<file path="src/rtl/tx_sched_pkg.sv">
// Shared types and constants for the UART transmit scheduler.
package tx_sched_pkg;

  typedef enum logic [1:0] {
    IDLE,
    SEND,
    ACK,
    DONE
  } state_t;

  localparam logic ECHO   = 1'b0;
  localparam logic RESULT = 1'b1;

  localparam logic [7:0] ZERO = 8'h30;
  localparam logic [7:0] A_UP = 8'h41;
  localparam logic [7:0] CR   = 8'h0D;
  localparam logic [7:0] LF   = 8'h0A;

endpackage

</file>
<file path="src/rtl/hex2ascii.sv">
// Combinational nibble to uppercase ASCII hex digit.
module hex2ascii
  import tx_sched_pkg::*;
(
  input  logic [3:0] nib,
  output logic [7:0] ascii
);

  always_comb begin
    if (nib < 4'd10) ascii = ZERO + {4'b0000, nib};
    else             ascii = A_UP + {4'b0000, nib} - 8'd10;
  end

endmodule

</file>
<file path="src/rtl/tx_sched.sv">
// Arbitrates echo bytes and hex-formatted result words onto the UART tx byte port.
// Optional CR LF suffix on result messages: define TX_SCHED_CRLF_EN.
module tx_sched
  import tx_sched_pkg::*;
#(
  parameter int unsigned DATA_W = 16
) (
  input  logic              clk,
  input  logic              rst,
  input  logic              echo_valid,
  input  logic [7:0]        echo_data,
  output logic              echo_ready,
  input  logic              res_valid,
  input  logic [DATA_W-1:0] res_data,
  output logic              res_ready,
  output logic [7:0]        u_out,
  output logic              u_vaild,
  input  logic              tx_busy
);

  localparam int unsigned ND = DATA_W / 4;
`ifdef TX_SCHED_CRLF_EN
  localparam int unsigned NCHAR = ND + 2;
`else
  localparam int unsigned NCHAR = ND;
`endif
  localparam int unsigned CW = $clog2(NCHAR + 1);

  state_t            state, state_nx;
  logic              last, src;
  logic [7:0]        echo_q;
  logic [DATA_W-1:0] word_q;
  logic [CW-1:0]     cnt, idx;
  logic              grant_echo, grant_res;
  logic [3:0]        nib;
  logic [7:0]        hex_chr, chr;

  // On a tie, the requester not served last wins.
  always_comb begin
    grant_echo = 1'b0;
    grant_res  = 1'b0;
    if (state == IDLE) begin
      if (echo_valid && res_valid) begin
        grant_echo = (last == RESULT);
        grant_res  = (last == ECHO);
      end else begin
        grant_echo = echo_valid;
        grant_res  = res_valid;
      end
    end
  end

  assign echo_ready = grant_echo;
  assign res_ready  = grant_res;

  always_comb begin
    nib = '0;
    for (int unsigned k = 0; k < ND; k++)
      if (idx == CW'(k)) nib = word_q[(ND-1-k)*4 +: 4];
  end

  hex2ascii u_hex2ascii (
    .nib   (nib),
    .ascii (hex_chr)
  );

  always_comb begin
    chr = hex_chr;
    if (src == ECHO) chr = echo_q;
`ifdef TX_SCHED_CRLF_EN
    else if (idx == CW'(ND))     chr = CR;
    else if (idx == CW'(ND + 1)) chr = LF;
`endif
  end

  always_ff @(posedge clk) begin
    if (rst) state <= IDLE;
    else     state <= state_nx;
  end

  always_comb begin
    state_nx = state;
    u_vaild  = 1'b0;
    u_out    = '0;
    case (state)
      IDLE: if (grant_echo || grant_res) state_nx = SEND;
      SEND: begin
        u_vaild  = 1'b1;
        u_out    = chr;
        state_nx = ACK;
      end
      ACK:  if (tx_busy) state_nx = DONE;
      DONE: if (!tx_busy) state_nx = (cnt == CW'(1)) ? IDLE : SEND;
      default: state_nx = IDLE;
    endcase
  end

  always_ff @(posedge clk) begin
    if (rst) begin
      last   <= RESULT;
      src    <= RESULT;
      cnt    <= '0;
      idx    <= '0;
      echo_q <= '0;
      word_q <= '0;
    end else if (state == IDLE) begin
      if (grant_echo) begin
        echo_q <= echo_data;
        src    <= ECHO;
        last   <= ECHO;
        cnt    <= CW'(1);
        idx    <= '0;
      end else if (grant_res) begin
        word_q <= res_data;
        src    <= RESULT;
        last   <= RESULT;
        cnt    <= CW'(NCHAR);
        idx    <= '0;
      end
    end else if (state == DONE && !tx_busy) begin
      cnt <= cnt - 1'b1;
      idx <= idx + 1'b1;
    end
  end

endmodule

</file>
<file path="config.mk">
export PLATFORM = sky130hd
export DESIGN_NAME = tx_sched
export DESIGN_NICKNAME = d
export VERILOG_FILES = /design/src/rtl/tx_sched_pkg.sv /design/src/rtl/hex2ascii.sv /design/src/rtl/tx_sched.sv
export SDC_FILE = /design/constraint.sdc
export NUM_CORES = 1
export LEC_CHECK = 0
export ABC_CLOCK_PERIOD_IN_PS = 8700
export CAP_MARGIN = 20
export CORE_MARGIN = 8
export CORE_UTILIZATION = 54
export CTS_CLUSTER_SIZE = 40
export DETAILED_ROUTE_END_ITERATION = 16
export MAX_ROUTING_LAYER = met4
export PLACE_DENSITY = 0.95
export SLEW_MARGIN = 10
export SYNTH_ARGS = -nofsm -noshare
export SYNTH_HDL_FRONTEND = slang
export SYNTH_SLANG_ARGS = --single-unit
</file>
<file path="constraint.sdc">
create_clock -name clk -period 8.7 [get_ports clk]
set_clock_uncertainty 0.1 [all_clocks]
set_input_delay 2.175 -clock clk [delete_from_list [all_inputs] [get_ports clk]]
set_output_delay 2.175 -clock clk [all_outputs]
set_load 0.005 [all_outputs]
</file>
==> qor.txt <==
Status -> complete, no violations
Clk root buf -> clkbuf_4
Startpoint types -> input port
Seq/Total Area, Yosys -> 37.3%
Synth warnings -> 0
Crit-path cells -> clkdlybuf4s50_1 -> nand2_1 -> a21o_1 -> clkinv_1 -> clkdlybuf4s50_1
Synth unique cells -> 41
CTS tree -> yes
Mapped Nets -> 265
CTS H-Tree Depth -> 2
Mapped Area -> 1770 um2
Worst-path maximum fanout -> 17
Fin crit period -> 6510 ps
Largest net degree at the start of global routing -> 34
Via density -> 5.33
Finished Layout Cells -> 306
Vias in the first global route -> 1574
Commonest cells in the synthesized netlist -> nand2_1, dfxtp_1, a21oi_1
Share of Yosys cell area claimed by the top area cell type -> 37.3%
Max-slew violations -> 0
Proportion of layout cells with a drive suffix above 1 -> 6.15%
Initial DRC count -> 111
Pwr/cell area -> 240 nW/um2
Total track usage -> 16.7%
Register area -> 661 um2
Critical path data arrival time -> 4230 ps
Metal3 WL -> 204 um
Measured slew at the worst slew-check pin -> 567 ps
Routed via count -> 1630
Critical Path RT -> 6430 ps
Synth Flop Type -> dfxtp_1
DP HPWL -> 3130 um
Total grt overflow -> 0
Post-synth top area cell -> dfxtp_1
Top-count cell post-synth -> nand2_1
MaxCap Viol Count -> 0
Leakage Power -> 0.864 nW
Post-route setup TNS -> 0 ps
Drt first pass iters -> 4
Starting density of the core -> 54.8%
Nets -> 300
Placement Rows -> 21
Slew margin rel. -> 62.2%
Core ar. -> 3230 um2
Setup CP Type -> input port to primary output
Routability Congestion -> 0.873
Fin. Hold Viols -> 0
Min-delay worst type -> flop to flop
#FFs+latches synth -> 33
Clk sinks -> 33
Post-route ant nets -> 0
CP bufs+invs -> 3
Post-CTS Setup Inserts -> 0
Critical Path Slowest Stage Cell -> clkdlybuf4s50_1
Post-route DRC -> 0
Largest stage delay, worst path -> 590 ps
FMAX -> 154 MHz
Vert. Die Dim -> 73.3 um
Final period util -> 74.8%
I/O pin count -> 40
Post-synth EDFFs -> 0
Area growth syn-to-layout -> 26.2%
Multi-input logic area -> 998 um2
Routed len/inst -> 13.4 um
Drt total wl -> 4110 um
Port Buffer Count -> 39
Top cells by area, synth -> dfxtp_1, a21oi_1, ha_1
Cts bufs inserted -> 5
Cells after synthesis -> 224
Dpl cells -> 298
Post-CTS Hold Fix Bufs -> 0
Final Setup Violations -> 0
First-pass GRT wire length -> 6840 um
Cts repair resizes -> 0
Filler cell count -> 253
Synth Area per Inst -> 7.91 um2
Post-synth ARST share -> 0%
CTS max path bufs -> 2
VDD IR max -> 0.148 mV
WL met2 -> 1980 um
Most used cell, CP -> clkdlybuf4s50_1
DIE AREA -> 5370 um2
Clk slew on worst S/H paths -> 100 ps
Clock latency on the worst-skew pair -> 340 ps
Worst path top cell family by delay -> buffers and inverters
Crit. End Element -> primary output
Diodes inserted -> 0
Top Layer Used -> met4
M1 WL -> 1780 um
Die W -> 73.3 um
Initial antenna violation count -> 0
RSZ-0062 raised after global routing -> no
-- worst paths after layout --
check                           startpoint        end  slack [ps]  cells past startpoint
worst min register to register   word_q[2]  word_q[2]         360                      2
worst max register to register    state[0]  word_q[7]        6260                      7
worst max-delay path             res_valid  res_ready        2190                      5
worst min-delay path             word_q[2]  word_q[2]         360                      2
-- metrics by stage --
step	instance area, um2	power [mW]	hold WS (ps)	worst slack [ps]	utilization, %
after floorplan	1770	0.363	332	3480	-
after global placement	2170	0.428	348	2250	67.2
after detailed placement	2170	0.442	354	2200	67.2
after CTS	2240	0.538	368	2180	69.3
after global routing	2240	0.578	391	1960	69.2
final	2240	0.537	364	2190	69.2
-- cell families after synthesis --
group | synth area share (%)
and+or+nand+nor | 21.8
AOI/OAI and AO/OA | 20.4
DFF | 37.3
buffers and inverters | 6.36
adders and majority gates | 8.47
muxes | 5.72
-- state kept, by name (all words and copies together) (netlist names) --
signal / flops
word_q: 16
echo_q: 8
cnt: 3
idx: 3
state: 2
src: 1
-- worst reg2reg max path, stage by stage (launching register included) --
cell and delay (ps):
dfxtp_1 420, inv_1 90, ha_1 310, nand2_1 120, a21o_1 410, clkinv_1 520, nand2_1 240, a21oi_1 100
-- where the power goes --
group / switching, mW / internal [mW] / leakage [nW] / total (mW)
clock: 0.0519 / 0.0468 / 0.0413 / 0.0986
sequential: 0.0228 / 0.181 / 0.270 / 0.204
combinational: 0.129 / 0.106 / 0.553 / 0.235
total: 0.204 / 0.333 / 0.864 / 0.537
-- metal layers --
metal,GRT usage (%),up-vias
met5,-,-
met4,8.89,0
met3,4.77,13
met2,27.3,54
met1,18.1,736
li1,-,827
-- cells in the final DEF (no fill, tap or decap), types with 2 or more instances in the layout --
cell             Yosys  layout
a211o_1              3       3
a211oi_1             4       4
a21oi_1             30      30
and2_1               2       2
clkbuf_4             0       5
clkbuf_8             0       2
clkdlybuf4s50_1      0      38
dfxtp_1             33      33
ha_1                12      12
inv_1               14      14
mux2i_1              9       9
nand2_1             39      39
nand3b_1             3       3
nor2_1              25      25
nor2b_1              4       4
nor3_1               4       4
nor3b_1              2       2
o21ai_0              5       5
-- area by class of cell --
cell class                 instances  share of cell area (%)
sequential                        33                    29.5
clock buffer                       7                    2.91
multi-input combinational        164                    44.7
inverter                          15                    2.52
timing repair buffer              40                    17.6
clock inverter                     1                   0.224
tap                               46                    2.57
No activity file was read; power rests on OpenSTA's default activity.
